## config.mk

```make
export PLATFORM = sky130hd
export DESIGN_NAME = soundweb_decoder_flat
export DESIGN_NICKNAME = d
export VERILOG_FILES = /design/src/rtl/soundweb_pkg.sv /design/src/rtl/soundweb_if.sv /design/src/rtl/soundweb_decoder.sv /design/src/flat_wrapper.sv
export SDC_FILE = /design/constraint.sdc
export NUM_CORES = 1
export LEC_CHECK = 0
export CAP_MARGIN = 20
export CORE_MARGIN = 2
export CORE_UTILIZATION = 55
export DETAILED_ROUTE_END_ITERATION = 7
export PLACE_DENSITY = 0.86
export SYNTH_ARGS = -nofsm -noshare
export SYNTH_HDL_FRONTEND = slang
export SYNTH_SLANG_ARGS = --single-unit
export TNS_END_PERCENT = 1
```

## constraint.sdc

```tcl
create_clock -name clk -period 3.4 [get_ports clk]
set_clock_uncertainty 0.15 [all_clocks]
set_input_delay 0.51 -clock clk [delete_from_list [all_inputs] [get_ports clk]]
set_output_delay 0.51 -clock clk [all_outputs]
set_load 0.05 [all_outputs]
```

## src/rtl/soundweb_pkg.sv

```systemverilog
// ============================================================================
// Module      : soundweb_pkg
// Description : Shared Soundweb framing constants, field indices and helpers.
// Revision    : 1.0
// ============================================================================
`default_nettype none

package soundweb_pkg;

    localparam logic [7:0] STX        = 8'h02;
    localparam logic [7:0] ETX        = 8'h03;
    localparam logic [7:0] ESC        = 8'h1B;
    localparam logic [7:0] ACK        = 8'h06;
    localparam logic [7:0] NAK        = 8'h15;
    localparam logic [7:0] ESC_OFFSET = 8'h80;

    localparam int BODY_BYTES = 13;
    localparam int CNT_W      = 4;

    typedef logic [CNT_W-1:0] count_t;

    localparam count_t CNT_BODY = count_t'(BODY_BYTES);
    localparam count_t CNT_FULL = count_t'(BODY_BYTES + 1);

    localparam int COMMAND   = 0;
    localparam int ADDRESS_0 = 1;
    localparam int ADDRESS_1 = 2;
    localparam int ADDRESS_2 = 3;
    localparam int ADDRESS_3 = 4;
    localparam int ADDRESS_4 = 5;
    localparam int ADDRESS_5 = 6;
    localparam int SV_0      = 7;
    localparam int SV_1      = 8;
    localparam int DATA_0    = 9;
    localparam int DATA_1    = 10;
    localparam int DATA_2    = 11;
    localparam int DATA_3    = 12;

    function automatic logic is_reserved_byte(input logic [7:0] b);
        return (b == STX) || (b == ETX) || (b == ACK) || (b == NAK) || (b == ESC);
    endfunction

endpackage

`default_nettype wire

```

## src/rtl/soundweb_if.sv

```systemverilog
// ============================================================================
// Module      : soundweb_if
// Description : Byte-stream input and decoded-field output bundle.
// Revision    : 1.0
// ============================================================================
`default_nettype none

interface soundweb_if;

    logic [7:0] rx_data;
    logic       rx_valid;
    logic [7:0] command;
    logic [7:0] address_0;
    logic [7:0] address_1;
    logic [7:0] address_2;
    logic [7:0] address_3;
    logic [7:0] address_4;
    logic [7:0] address_5;
    logic [7:0] sv_0;
    logic [7:0] sv_1;
    logic [7:0] data_0;
    logic [7:0] data_1;
    logic [7:0] data_2;
    logic [7:0] data_3;
    logic       packet_valid;
    logic       checksum_error;
    logic       framing_error;
    logic       ack_rx;
    logic       nak_rx;

    modport master (
        output rx_data, rx_valid,
        input  command, address_0, address_1, address_2, address_3, address_4,
               address_5, sv_0, sv_1, data_0, data_1, data_2, data_3,
               packet_valid, checksum_error, framing_error, ack_rx, nak_rx
    );

    modport slave (
        input  rx_data, rx_valid,
        output command, address_0, address_1, address_2, address_3, address_4,
               address_5, sv_0, sv_1, data_0, data_1, data_2, data_3,
               packet_valid, checksum_error, framing_error, ack_rx, nak_rx
    );

endinterface

`default_nettype wire

```

## src/rtl/soundweb_decoder.sv

```systemverilog
// ============================================================================
// Module      : soundweb_decoder
// Description : STX/ETX frame decoder with ESC unstuffing and XOR checksum.
// Revision    : 1.0
// ============================================================================
`default_nettype none

module soundweb_decoder
    import soundweb_pkg::*;
(
    input  wire logic   clk,
    input  wire logic   reset,
    soundweb_if.slave   bus
);

    typedef enum logic [1:0] {
        S_IDLE   = 2'd0,
        S_BODY   = 2'd1,
        S_ESCAPE = 2'd2
    } state_e;

    state_e     state_q;
    count_t     count_q;
    logic [7:0] xor_q;
    logic [7:0] cks_q;
    logic [7:0] shadow_q [BODY_BYTES];
    logic [7:0] field_q  [BODY_BYTES];
    logic       packet_valid_q;
    logic       checksum_error_q;
    logic       framing_error_q;
    logic       ack_q;
    logic       nak_q;

    logic [7:0] w_unesc;
    logic [7:0] w_byte;
    logic       w_store;

    // Unescaped body bytes and escaped reserved values share one store path.
    assign w_unesc = bus.rx_data - ESC_OFFSET;
    assign w_byte  = (state_q == S_ESCAPE) ? w_unesc : bus.rx_data;
    assign w_store = ((state_q == S_BODY)   && !is_reserved_byte(bus.rx_data)) ||
                     ((state_q == S_ESCAPE) &&  is_reserved_byte(w_unesc));

    always_ff @(posedge clk) begin
        if (reset) begin
            state_q          <= S_IDLE;
            count_q          <= '0;
            xor_q            <= '0;
            cks_q            <= '0;
            packet_valid_q   <= 1'b0;
            checksum_error_q <= 1'b0;
            framing_error_q  <= 1'b0;
            ack_q            <= 1'b0;
            nak_q            <= 1'b0;
            for (int i = 0; i < BODY_BYTES; i++) begin
                shadow_q[i] <= '0;
                field_q[i]  <= '0;
            end
        end else begin
            packet_valid_q   <= 1'b0;
            checksum_error_q <= 1'b0;
            framing_error_q  <= 1'b0;
            ack_q            <= 1'b0;
            nak_q            <= 1'b0;
            if (bus.rx_valid) begin
                if (w_store) begin
                    state_q <= S_BODY;
                    if (count_q < CNT_BODY) begin
                        shadow_q[count_q] <= w_byte;
                        xor_q             <= xor_q ^ w_byte;
                        count_q           <= count_q + 1'b1;
                    end else if (count_q == CNT_BODY) begin
                        cks_q   <= w_byte;
                        count_q <= count_q + 1'b1;
                    end else begin
                        framing_error_q <= 1'b1;
                        state_q         <= S_IDLE;
                    end
                end else begin
                    case (state_q)
                        S_IDLE: begin
                            if (bus.rx_data == STX) begin
                                state_q <= S_BODY;
                                count_q <= '0;
                                xor_q   <= '0;
                            end else if (bus.rx_data == ACK) begin
                                ack_q <= 1'b1;
                            end else if (bus.rx_data == NAK) begin
                                nak_q <= 1'b1;
                            end
                        end
                        S_BODY: begin
                            if (bus.rx_data == ESC) begin
                                state_q <= S_ESCAPE;
                            end else if (bus.rx_data == STX) begin
                                framing_error_q <= 1'b1;
                                count_q         <= '0;
                                xor_q           <= '0;
                            end else if (bus.rx_data == ETX) begin
                                state_q <= S_IDLE;
                                if (count_q != CNT_FULL) begin
                                    framing_error_q <= 1'b1;
                                end else if (cks_q == xor_q) begin
                                    field_q        <= shadow_q;
                                    packet_valid_q <= 1'b1;
                                end else begin
                                    checksum_error_q <= 1'b1;
                                end
                            end else begin
                                // Only ACK/NAK remain: not allowed inside a frame.
                                framing_error_q <= 1'b1;
                                state_q         <= S_IDLE;
                            end
                        end
                        default: begin
                            framing_error_q <= 1'b1;
                            state_q         <= S_IDLE;
                        end
                    endcase
                end
            end
        end
    end

    assign bus.command        = field_q[COMMAND];
    assign bus.address_0      = field_q[ADDRESS_0];
    assign bus.address_1      = field_q[ADDRESS_1];
    assign bus.address_2      = field_q[ADDRESS_2];
    assign bus.address_3      = field_q[ADDRESS_3];
    assign bus.address_4      = field_q[ADDRESS_4];
    assign bus.address_5      = field_q[ADDRESS_5];
    assign bus.sv_0           = field_q[SV_0];
    assign bus.sv_1           = field_q[SV_1];
    assign bus.data_0         = field_q[DATA_0];
    assign bus.data_1         = field_q[DATA_1];
    assign bus.data_2         = field_q[DATA_2];
    assign bus.data_3         = field_q[DATA_3];
    assign bus.packet_valid   = packet_valid_q;
    assign bus.checksum_error = checksum_error_q;
    assign bus.framing_error  = framing_error_q;
    assign bus.ack_rx         = ack_q;
    assign bus.nak_rx         = nak_q;

endmodule

`default_nettype wire

```

## src/flat_wrapper.sv

```systemverilog
// flat-port wrapper written by rule: the top's interface ports become plain ports
module soundweb_decoder_flat import soundweb_pkg::*;
  (clk, reset, bus_rx_data, bus_rx_valid, bus_command, bus_address_0, bus_address_1, bus_address_2, bus_address_3, bus_address_4, bus_address_5, bus_sv_0, bus_sv_1, bus_data_0, bus_data_1, bus_data_2, bus_data_3, bus_packet_valid, bus_checksum_error, bus_framing_error, bus_ack_rx, bus_nak_rx);
  soundweb_if bus_i ();
  input  wire logic clk;
  input  wire logic reset;
  input wire logic [$bits(bus_i.rx_data)-1:0] bus_rx_data;
  input wire logic [$bits(bus_i.rx_valid)-1:0] bus_rx_valid;
  output wire logic [$bits(bus_i.command)-1:0] bus_command;
  output wire logic [$bits(bus_i.address_0)-1:0] bus_address_0;
  output wire logic [$bits(bus_i.address_1)-1:0] bus_address_1;
  output wire logic [$bits(bus_i.address_2)-1:0] bus_address_2;
  output wire logic [$bits(bus_i.address_3)-1:0] bus_address_3;
  output wire logic [$bits(bus_i.address_4)-1:0] bus_address_4;
  output wire logic [$bits(bus_i.address_5)-1:0] bus_address_5;
  output wire logic [$bits(bus_i.sv_0)-1:0] bus_sv_0;
  output wire logic [$bits(bus_i.sv_1)-1:0] bus_sv_1;
  output wire logic [$bits(bus_i.data_0)-1:0] bus_data_0;
  output wire logic [$bits(bus_i.data_1)-1:0] bus_data_1;
  output wire logic [$bits(bus_i.data_2)-1:0] bus_data_2;
  output wire logic [$bits(bus_i.data_3)-1:0] bus_data_3;
  output wire logic [$bits(bus_i.packet_valid)-1:0] bus_packet_valid;
  output wire logic [$bits(bus_i.checksum_error)-1:0] bus_checksum_error;
  output wire logic [$bits(bus_i.framing_error)-1:0] bus_framing_error;
  output wire logic [$bits(bus_i.ack_rx)-1:0] bus_ack_rx;
  output wire logic [$bits(bus_i.nak_rx)-1:0] bus_nak_rx;
  assign bus_i.rx_data = bus_rx_data;
  assign bus_i.rx_valid = bus_rx_valid;
  assign bus_command = bus_i.command;
  assign bus_address_0 = bus_i.address_0;
  assign bus_address_1 = bus_i.address_1;
  assign bus_address_2 = bus_i.address_2;
  assign bus_address_3 = bus_i.address_3;
  assign bus_address_4 = bus_i.address_4;
  assign bus_address_5 = bus_i.address_5;
  assign bus_sv_0 = bus_i.sv_0;
  assign bus_sv_1 = bus_i.sv_1;
  assign bus_data_0 = bus_i.data_0;
  assign bus_data_1 = bus_i.data_1;
  assign bus_data_2 = bus_i.data_2;
  assign bus_data_3 = bus_i.data_3;
  assign bus_packet_valid = bus_i.packet_valid;
  assign bus_checksum_error = bus_i.checksum_error;
  assign bus_framing_error = bus_i.framing_error;
  assign bus_ack_rx = bus_i.ack_rx;
  assign bus_nak_rx = bus_i.nak_rx;
  soundweb_decoder u_core (.clk(clk), .reset(reset), .bus(bus_i));
endmodule
```

======== Yosys cells after proc, flatten, opt, wreduce, memory -nomap -nowiden ========
Index checks and enable logic that the tools add are counted.
operators by class
  reductions and logical operators ........ 25
  order comparisons ....................... 3
  bitwise operators ....................... 11
  muxes and demuxes ....................... 34
  add/sub/neg operators ................... 2
  shift operators ......................... 0
  divide/modulo/power cells ............... 0
  equal/unequal tests ..................... 20
  $mul .................................... 0
operator list
  cell                                                      number
  bitwise mux 104 bit                                       1
  two-way mux 8 bit                                         6
  demux 8 bit (select 4 bit)                                1
  == test 8 x 2 -> 1 bit, second input constant             4
  == test 8 x 5 -> 1 bit, second input constant             4
  two-way mux 4 bit                                         5
  == test 8 x 3 -> 1 bit, second input constant             2
  case mux 8 bit (2 select lines)                           1
  two-way mux 1 bit                                         12
  AND reduction 4 bit                                       3
  two-way mux 2 bit                                         5
  logical OR 1 bit                                          9
  NOT 1 bit                                                 9
  == test 8 bit                                             1
  case mux 4 bit (2 select lines)                           1
  AND reduction 8 bit                                       1
  OR reduction 8 bit                                        1
  subtractor 8 bit, second input constant                   1
  XOR 8 bit                                                 1
  AND reduction 3 bit                                       2
  OR reduction 6 bit                                        1
  greater-or-equal comparator 5 bit, second input constant  1
  < comparator 5 x 1 -> 1 bit, second input constant        1
  NOT 4 -> 5 bit                                            1
  other kinds (19)                                          21
storage, ports and cells
  RAM bits ................................ 0
  ROM bits ................................ 0
  memories kept ........................... 0
  output and inout port bits .............. 109
  bits in latches ......................... 0
  register bits ........................... 235
  input port bits ......................... 11
  logic and storage cells ................. 130

======== Longest topological paths before layout ========
Gate-level depths: netlist (run 1).
  word-level depth ........................ 10
  depth in mapped cells ................... 11

======== Worst setup path before layout (run 1) ========
Ideal clock, no wire load.
  path type ............................... input-to-reg
  start ................................... input bus_rx_data[1]
  end ..................................... register u_core.xor_q[0]
  path slack .............................. 585 ps
  required time ........................... 3128 ps
  arrival time ............................ 2543 ps
  stages .................................. 7
  library setup time ...................... 122 ps
  path through ............................ buf_4 -> or3b_1 -> a21oi_1 -> o2111ai_2 -> and2_1 -> o311a_1 -> a221o_1
between the ends
  longest elaborated chain between the ends .. 10
ends and longest elaborated chain
  item                                                                           RTL line                                        text
  start, declared                                                                flat_wrapper.sv:7                               input wire logic [$bits(bus_i.rx_data)-1:0] bus_rx_data;
  subtractor 8 bit, or another cell as far along                                 soundweb_decoder.sv:39                          assign w_unesc = bus.rx_data - ESC_OFFSET;
  == test 8 x 2 -> 1 bit / logical OR 1 bit (equally long branches)              soundweb_pkg.sv:40                              return (b == STX) || (b == ETX) || (b == ACK) || (b == NAK) || (b == ESC);
  logical OR 1 bit (3 in a row)                                                  soundweb_pkg.sv:40
  logical OR 1 bit / logical NOT 1 bit (equally long branches)                   soundweb_pkg.sv:40, soundweb_decoder.sv:41
  logical AND 1 bit (on tied branches)                                           soundweb_decoder.sv:42, soundweb_decoder.sv:41
  logical OR 1 bit                                                               soundweb_decoder.sv:41                          assign w_store = ((state_q == S_BODY) && !is_reserved_byte(bus.rx_data)) ||
  inequality test 3 x 2 -> 1 bit (no source line), or another cell as far along  -
  AND reduction 4 bit (no source line)                                           -
  end signal, assigned                                                           soundweb_decoder.sv:70                          xor_q <= xor_q ^ w_byte;
  end, declared                                                                  soundweb_decoder.sv:24                          logic [7:0] xor_q;
Parallel ways exist; a longest one is shown, timed or not. The select of a mux whose other input is x is not followed.
A chain may end at the register's enable or synchronous reset.

======== Worst setup path in the final report (run 1) ========
  start ................................... input bus_rx_data[1]
  end ..................................... register u_core.shadow_q[73] in the netlist's numbering
between the ends
  longest elaborated chain between the ends .. 9
ends and longest elaborated chain
  item                                                               RTL line                                        text
  subtractor 8 bit / == test 8 x 2 -> 1 bit (equally long branches)  soundweb_decoder.sv:39, soundweb_pkg.sv:40
  == test 8 x 2 -> 1 bit / logical OR 1 bit (equally long branches)  soundweb_pkg.sv:40
  logical OR 1 bit (3 in a row)                                      soundweb_pkg.sv:40
  logical OR 1 bit / logical NOT 1 bit (equally long branches)       soundweb_pkg.sv:40, soundweb_decoder.sv:41
  logical AND 1 bit (on tied branches)                               soundweb_decoder.sv:42, soundweb_decoder.sv:41
  logical OR 1 bit                                                   soundweb_decoder.sv:41
  AND reduction 3 bit (no source line)                               -
  end signal, assigned by index                                      soundweb_decoder.sv:69                          shadow_q[count_q] <= w_byte;
  end, declared                                                      soundweb_decoder.sv:26                          logic [7:0] shadow_q [BODY_BYTES];
Parallel ways exist; a longest one is shown, timed or not.

==> results of run 1 <==
## power by group through the flow
stage               Clock, uW  Combinational (uW)  Sequential [uW]
finish                   2650                 143             2750
global route             2790                 152             2750
CTS                      2670                 141             2750
detailed placement          0                 140             2810
global placement            0                 139             2810
floorplan                   0                78.4             2810
## logic make-up after synthesis
kind of cell               synth area share
muxes                                 0.227
xor gates and xnor gates            0.00867
buffers and inverters                0.0358
DFF                                   0.518
AOI/OAI and AO/OA                    0.0604
and+or+nand+nor                       0.144
adders and majority gates           0.00688
## routing by layer
layer / up-vias / GRT usage / share of wire
met5: - / 0 / 0
met4: 0 / 0.0866 / 0.027
met3: 46 / 0.0395 / 0.057
met2: 206 / 0.402 / 0.47
met1: 3269 / 0.318 / 0.44
li1: 3258 / - / -
## Yosys cell counts (all sizes together), types with 7 or more instances
| cell | number | area (um2) |
|---|---|---|
| a211oi | 15 | 163 |
| a21oi | 9 | 56.3 |
| a221o | 8 | 80.1 |
| buf | 20 | 149 |
| clkbuf | 40 | 150 |
| dfxtp | 235 | 4700 |
| inv | 7 | 26.3 |
| mux2i | 206 | 2060 |
| nand2 | 55 | 206 |
| nor2 | 191 | 717 |
| nor2b | 8 | 50.1 |
| nor4b | 8 | 70.1 |
| xnor2 | 9 | 78.8 |
## worst min-delay path by stage
| stage | endpoint | cells after the start | slack [ns] | startpoint |
|---|---|---|---|---|
| 2_1_floorplan | u_core.shadow_q[8] | 2 | 0.28 | u_core.shadow_q[8] |
| 6_report | u_core.cks_q[6] | 2 | 0.29 | reset |
| 3_3_place_gp | u_core.shadow_q[29] | 2 | 0.29 | u_core.shadow_q[29] |
| 5_1_grt | u_core.shadow_q[10] | 2 | 0.33 | u_core.shadow_q[10] |
| 4_1_cts | u_core.shadow_q[28] | 2 | 0.31 | u_core.shadow_q[28] |
| 3_5_place_dp | u_core.shadow_q[28] | 2 | 0.30 | u_core.shadow_q[28] |
## sequential cells by signal (all words and copies together) (netlist names), 2 cells and up
| name | count |
|---|---|
| u_core.cks_q | 8 |
| u_core.bus.sv_1 | 8 |
| u_core.bus.data_3 | 8 |
| u_core.shadow_q | 104 |
| u_core.bus.address_1 | 8 |
| u_core.state_q | 2 |
| u_core.bus.address_5 | 8 |
| u_core.bus.data_2 | 8 |
| u_core.bus.address_0 | 8 |
| u_core.count_q | 4 |
| u_core.bus.data_1 | 8 |
| u_core.bus.address_3 | 8 |
| u_core.bus.data_0 | 8 |
| u_core.xor_q | 8 |
| u_core.bus.address_4 | 8 |
| u_core.bus.address_2 | 8 |
| u_core.bus.command | 8 |
| u_core.bus.sv_0 | 8 |
## through the flow
step / setup TNS (ns) / hold WS [ns]
floorplan: 0 / 0.284
global placement: 0 / 0.295
detailed placement: -1.41 / 0.302
CTS: 0 / 0.311
global route: 0 / 0.333
finish: 0 / 0.291
## area by class of cell
class / count / area [um2] / share of cell area
Sequential cell: 235 / 4700 / 0.411
Clock inverter: 7 / 71.3 / 0.00623
Inverter: 7 / 26.3 / 0.00230
Timing Repair Buffer: 162 / 1580 / 0.138
Tap cell: 220 / 275 / 0.0240
Clock buffer: 35 / 733 / 0.0640
Multi-Input combinational cell: 575 / 4060 / 0.355
## worst max-delay path, stage by stage
cell	delay, ns
clkdlybuf4s50_1	0.53
inv_1	0.07
a2111oi_0	0.44
buf_4	0.19
o2111ai_2	0.09
buf_4	0.21
a2111oi_4	0.88
mux2i_1	0.32
nor2_1	0.07
==> impl_metrics.ini, run 1 <==
[placed_design]
place_area_um2 = 10600
gp_congestion = 0.898
dp_cells = 1199
pre_cts_ws_ns = -0.0599
hpwl_um = 13800
port_buffers = 119

[layout]
final_cell_mix = 235 x dfxtp_1, 206 x mux2i_1, 191 x nor2_1
drive_gt1_frac = 0.0989
nNetsFinal = 1021
design_area_um2 = 11400
fill_cells = 1190
final_util = 0.700
synthToLayoutAreaGrowth_pct = 25.9
stdcell_count = 1241
n_antenna_cell = 0
final_common_cell = dfxtp_1

[drt]
drt_first_pass_iters = 5
vias = 6779
viasPerCell = 5.46
dr.first_iter.drc_count = 345
ant_nets = 0
routed_wl_um = 21700
routedWlPerCell_um = 17.5
route.detailed.drc = 0

[worst_setup_path]
timing.rr.end = u_core.bus.address_3[0]
reg2reg_depth = 8
critPathLaunchType = input port
arrival_ns = 3.32
critPathKind = input port to flop
end_kind = flop
r2r_setup_slack_ns = 0.58
rr_startpoint = u_core.count_q[2]
startpoint = bus_rx_data[1]
worstPathMaxFanout = 9
cp-endpoint = u_core.shadow_q[73]
cp.required_ns = 3.61

[clock_tree]
cts_buffer_depth = 3
cts_hold_buf = 0
clock_sinks = 235
root_buffer = clkbuf_16
clk_latency_ns = 0.51
cts_tree = done
post_cts_buffers = 0
htreeDepth = 1
clkTransAtPathRegs_ns = 0.06
cts_made_buffers = 24
cts_resized = 0

[hold_path]
min_path_type = input port to flop

[logic_synthesis]
yosys_warnings = 0
yosysSeqAreaShare = 0.518
synth_nets = 893
avgSynthCellArea_um2 = 10.4
ys.flop_type = dfxtp_1
synth.distinct_cells = 48
syn-cell-area_um2 = 9090
synth_seq_cells = 235
synth_cells = 877
async_flop_share = 0
synth-edff-count = 0

[sta]
relSlewSlack = 0.337
setup_viol = 0
layout_setup_ws_ns = 0.282
post-route-min-period_ns = 3.12
max_freq_mhz = 321
fin_crit_sh = 0.917
rsz0062_at_grt = no
slew_viol_final = 0
worst_pin_slew_ns = 0.995
finalHoldViolCount = 0

[pwr]
swShare = 0.214
pwr_density_cell_nw_per_um2 = 485
power_uw = 5550
pwr-share-clk = 0.478
p_int_uw = 4360
p_sw_uw = 1190
peakVddDrop_v = 0.000387
combPwrFrac = 0.026
leakage_uw = 0.00491
power_frac_seq = 0.496

[grt]
grt_max_degree = 106
grt_pass1_vias = 6639
grt_overflow = 0
grt_pass1_wl_um = 35000
track_usage = 0.242
antenna_found_initial = 0

[floorplan]
dieArea_um2 = 17600
boundaryPins = 120
coreArea_um2 = 16300
dieWidth_um = 133
die_y_um = 133
rows = 47
initial_core_util = 0.556

[job]
maxCapViolations = 0

[status]
status = finished clean
Power figures use the tool's default switching activity.
==> inputs of run 2 (changes only) <==
--- a/config.mk
+++ b/config.mk
@@ -7,9 +7,10 @@
 export LEC_CHECK = 0
 export CAP_MARGIN = 20
 export CORE_MARGIN = 2
-export CORE_UTILIZATION = 55
+export CORE_UTILIZATION = 57
+export CTS_BUF_LIST = sky130_fd_sc_hd__clkbuf_2 sky130_fd_sc_hd__clkbuf_4 sky130_fd_sc_hd__clkbuf_8
 export DETAILED_ROUTE_END_ITERATION = 7
-export PLACE_DENSITY = 0.86
+export PLACE_DENSITY = 0.88
 export SYNTH_ARGS = -nofsm -noshare
 export SYNTH_HDL_FRONTEND = slang
 export SYNTH_SLANG_ARGS = --single-unit
==> run 2 against run 1 <==
Largest cell class unchanged. Clock power decreased by 8.7%. Cell count grew 0.81%. Fmax rose by 1.7%. Flip-flop and latch count unchanged. Critical path type unchanged. Critical endpoint is now u_core.bus.address_0[1]. Sequential share of layout area is 0.36 points higher.
==> impl_metrics.ini, run 2 (same netlist as run 1, synthesis figures left out) <==
[sta]
fin_crit_sh = 0.902
worst_pin_slew_ns = 0.959
finalHoldViolCount = 0
slew_viol_final = 0
post-route-min-period_ns = 3.07
fin_tns_setup_ns = 0
max_freq_mhz = 326
setup_viol = 0
relSlewSlack = 0.361
rsz0062_at_grt = no

[grt]
grt_pass1_vias = 6684
grt_overflow = 0
grt_pass1_wl_um = 33900
antenna_found_initial = 0
grt_max_degree = 101
track_usage = 0.253

[drt]
drt_first_pass_iters = 4
vias = 6802
routedWlPerCell_um = 17.0
dr.first_iter.drc_count = 469
ant_nets = 0
routed_wl_um = 21300
route.detailed.drc = 0
viasPerCell = 5.44

[worst_setup_path]
critPathLaunchType = input port
arrival_ns = 3.28
cp.required_ns = 3.62
worstPathMaxFanout = 78
startpoint = bus_rx_data[4]
critPathKind = input port to flop
end_kind = flop
rr_startpoint = u_core.count_q[3]

[layout]
final_cell_mix = 235 x dfxtp_1, 206 x mux2i_1, 191 x nor2_1
nNetsFinal = 1024
drive_gt1_frac = 0.114
synthToLayoutAreaGrowth_pct = 24.8
multi_input_area_um2 = 4060
seq_area_um2 = 4700
largest_register_ff_count = 104
regMostFlops = u_core.shadow_q
final_common_cell = dfxtp_1
fill_cells = 1056
design_area_um2 = 11300
n_antenna_cell = 0

[hold_path]
min_path_type = input port to flop
holdCritStartpoint = reset

[clock_tree]
root_buffer = clkbuf_8
post_cts_buffers = 0
cts_hold_buf = 0
clock_sinks = 235
cts_made_buffers = 36
clkTransAtPathRegs_ns = 0.07
cts_resized = 0
htreeDepth = 2
cts_tree = done
clk_latency_ns = 0.52
cts_buffer_depth = 3

[status]
status = finished clean

[placed_design]
port_buffers = 119
gp_congestion = 0.873
place_area_um2 = 10600
hpwl_um = 13400

[floorplan]
rows = 46
initial_core_util = 0.579
dieArea_um2 = 17000
die_y_um = 130
coreArea_um2 = 15700
dieWidth_um = 130
boundaryPins = 120

[pwr]
pwr_density_cell_nw_per_um2 = 468
leakage_uw = 0.00489
peakVddDrop_v = 0.000388

[job]
maxCapViolations = 0
-- run 2: changes by cell type in the layout (fill, tap and decap cells not counted), sizes merged --
cell / change
buf: -9
bufinv: -1
clkinvlp: -2
clkbuf: +24
clkinv: +2
-- run 2: report_power, final --
part           internal (uW)  switching, uW
Sequential              2750          0.221
Combinational           35.3            103
Clock                   1360           1060
Total                   4150           1160
-- run 2: worst max-delay path, cell delays in order --
cell and delay, ns:
clkdlybuf4s50_1 0.42, or4_4 0.57, or4_1 0.50, nor4_1 0.35
nand4_1 0.23, buf_12 0.29, mux2i_1 0.27, nor2_1 0.06
-- run 2: cell type report --
type,instances,area share
Clock buffer,59,0.0644
Clock inverter,6,0.00298
Inverter,7,0.00232
Multi-Input combinational cell,575,0.358
Sequential cell,235,0.415
Tap cell,216,0.0238
Timing Repair Buffer,153,0.134
-- run 2: metrics by stage --
| stage | utilization | worst slack, ns | hold slack [ns] | power, uW | cells |
|---|---|---|---|---|---|
| 2_1_floorplan | - | 0.585 | 0.284 | 2890 | 877 |
| 3_3_place_gp | 0.674 | -0.0145 | 0.295 | 2950 | 1186 |
| 3_5_place_dp | 0.674 | -0.121 | 0.305 | 2950 | 1186 |
| 4_1_cts | 0.722 | 0.413 | 0.312 | 5340 | 1251 |
| 5_1_grt | 0.722 | 0.222 | 0.331 | 5470 | 1251 |
| 6_report | 0.722 | 0.334 | 0.309 | 5310 | 1251 |
-- run 2: worst paths after layout --
kind              cells after the start                       to  slack [ns]
setup / recovery                      8  u_core.bus.address_0[1]        0.33
hold / removal                        2          u_core.cks_q[6]        0.31
setup reg to reg                      7  u_core.bus.address_0[1]        0.43
hold reg to reg                       2      u_core.shadow_q[26]        0.31
-- run 2: layer usage --
metal  global-route usage  vias to the layer above  routed length [um]
met2                0.417                      227               10100
li1                     -                     3264                   -
met4               0.0955                        0                 578
met1                0.318                     3256                9180
met5                    0                        -                   0
met3               0.0681                       55                1480
==> inputs of run 3 (changes only) <==
--- a/config.mk
+++ b/config.mk
@@ -6,6 +6,7 @@
 export NUM_CORES = 1
 export LEC_CHECK = 0
 export CAP_MARGIN = 20
+export CORE_ASPECT_RATIO = 1.75
 export CORE_MARGIN = 2
 export CORE_UTILIZATION = 57
 export CTS_BUF_LIST = sky130_fd_sc_hd__clkbuf_2 sky130_fd_sc_hd__clkbuf_4 sky130_fd_sc_hd__clkbuf_8
==> run 3 against run 2 <==
Sequential power barely moved. Combinational power barely moved. Count of clock-buffer cells in the layout fell by 19. Clock power fell by 11%. Core utilization fell by 0.77 points. Critical path depth did not move. Worst setup slack improved by 0.15 ns. Fmax rose by 5.1%. Flip-flop and latch count did not move. Die area rose by 0.24%. Critical endpoint is now u_core.bus.sv_0[6]. Cell count fell by 3.4%.
==> impl_metrics.ini, run 3 (same netlist as run 1, synthesis figures left out) <==
[status]
status = finished clean

[sta]
setup_viol = 0
finalHoldViolCount = 0
fin_crit_sh = 0.858
worst_pin_slew_ns = 0.841
relSlewSlack = 0.440
max_freq_mhz = 343
post-route-min-period_ns = 2.92
layout_setup_ws_ns = 0.482
slew_viol_final = 0
rsz0062_at_grt = no

[clock_tree]
post_cts_buffers = 0
cts_buffer_depth = 3
clkTransAtPathRegs_ns = 0.07
clk_latency_ns = 0.56
root_buffer = clkbuf_8
cts_resized = 0
cts_hold_buf = 0
htreeDepth = 1
clock_sinks = 235
cts_made_buffers = 31
cts_tree = done

[grt]
grt_max_degree = 86
antenna_found_initial = 0
grt_pass1_vias = 6649
grt_pass1_wl_um = 32800
track_usage = 0.240
grt_overflow = 0

[pwr]
combPwrFrac = 0.028
p_sw_uw = 1090
power_frac_seq = 0.546
pwr_density_cell_nw_per_um2 = 449
leakage_uw = 0.00483
p_int_uw = 3950
swShare = 0.216
peakVddDrop_v = 0.000378
pwr-share-clk = 0.426
power_uw = 5040

[worst_setup_path]
worstPathMaxFanout = 81
critPathKind = input port to flop
cp.required_ns = 3.69
arrival_ns = 3.21
r2r_setup_slack_ns = 0.49
critPathLaunchType = input port
timing.rr.end = u_core.bus.sv_0[6]
end_kind = flop
rr_startpoint = u_core.count_q[3]
reg2reg_depth = 7

[floorplan]
dieArea_um2 = 17000
boundaryPins = 120
rows = 61
initial_core_util = 0.578
die_y_um = 171
coreArea_um2 = 15700
dieWidth_um = 99.5

[hold_path]
min_path_type = input port to flop
holdCritStartpoint = reset
min_to = u_core.bus.data_3[1]
hold_path_depth = 2

[drt]
dr.first_iter.drc_count = 330
viasPerCell = 5.57
route.detailed.drc = 0
routed_wl_um = 20700
vias = 6737
ant_nets = 0
routedWlPerCell_um = 17.1
drt_first_pass_iters = 5

[placed_design]
gp_congestion = 0.891
port_buffers = 119
pre_cts_ws_ns = -0.0337
dp_cells = 1161
hpwl_um = 13700

[layout]
regMostFlops = u_core.shadow_q
largest_register_ff_count = 104
stdcell_count = 1209
n_antenna_cell = 0
nNetsFinal = 1021
final_util = 0.715
final_cell_mix = 235 x dfxtp_1, 206 x mux2i_1, 191 x nor2_1
final_common_cell = dfxtp_1
synthToLayoutAreaGrowth_pct = 23.6
drive_gt1_frac = 0.101

[job]
maxCapViolations = 0
-- run 3: cell types whose count changed in the layout (fill, tap and decap cells not counted) --
cell,previous run,this run
bufinv_16,0,2
inv_6,1,0
clkinv_4,0,1
clkbuf_4,13,3
buf_4,28,27
clkbuf_8,46,37
buf_12,6,9
inv_8,0,1
clkinv_2,5,4
-- run 3: through the flow --
stage / hold slack (ns) / TNS (ns) / cell area (um2)
after floorplan: 0.284 / 0 / 9090
after global placement: 0.296 / -0.445 / 10600
after detailed placement: 0.303 / -0.305 / 10600
after CTS: 0.213 / 0 / 11200
after global routing: 0.242 / 0 / 11200
final: 0.228 / 0 / 11200
-- run 3: routing by layer --
layer | track usage | up-vias | wire length [um]
li1 | - | 3245 | -
met1 | 0.265 | 3220 | 7900
met5 | 0 | - | 0
met3 | 0.0290 | 55 | 875
met4 | 0.109 | 0 | 833
met2 | 0.450 | 217 | 11100
-- run 3: critical path: stages --
cell and delay (ns):
clkdlybuf4s50_1 0.42, or4_4 0.55, or4_1 0.48, nor4_1 0.29, nand4_1 0.20, buf_12 0.28
mux2i_1 0.30, nor2_1 0.06
-- run 3: worst max-delay path by stage --
stage,from,endpoint,slack [ns],cells past startpoint
after floorplan,bus_rx_data[1],u_core.xor_q[0],0.58,7
after detailed placement,bus_rx_data[1],u_core.bus.sv_0[6],-0.03,9
after global routing,bus_rx_data[1],u_core.bus.address_5[5],0.31,9
after global placement,bus_rx_data[1],u_core.bus.address_1[6],-0.03,9
final,bus_rx_data[4],u_core.bus.sv_0[6],0.48,8
after CTS,bus_rx_data[4],u_core.bus.sv_0[6],0.54,8
-- run 3: final cells by class --
class / count / area [um2]
flip-flops and latches: 235 / 4700
fillers: 1134 / 4490
multi-input cells: 575 / 4060
repair buffers: 155 / 1580
clock buffers: 40 / 532
well taps: 189 / 236
clock inverters: 8 / 100
inverters: 7 / 26.3
-- run 3: power groups by stage --
stage / clock network (uW) / logic, uW / registers [uW]
after CTS: 2190 / 139 / 2750
after floorplan: 0 / 78.4 / 2810
after global placement: 0 / 137 / 2810
after global routing: 2300 / 148 / 2750
after detailed placement: 0 / 139 / 2810
final: 2150 / 140 / 2750
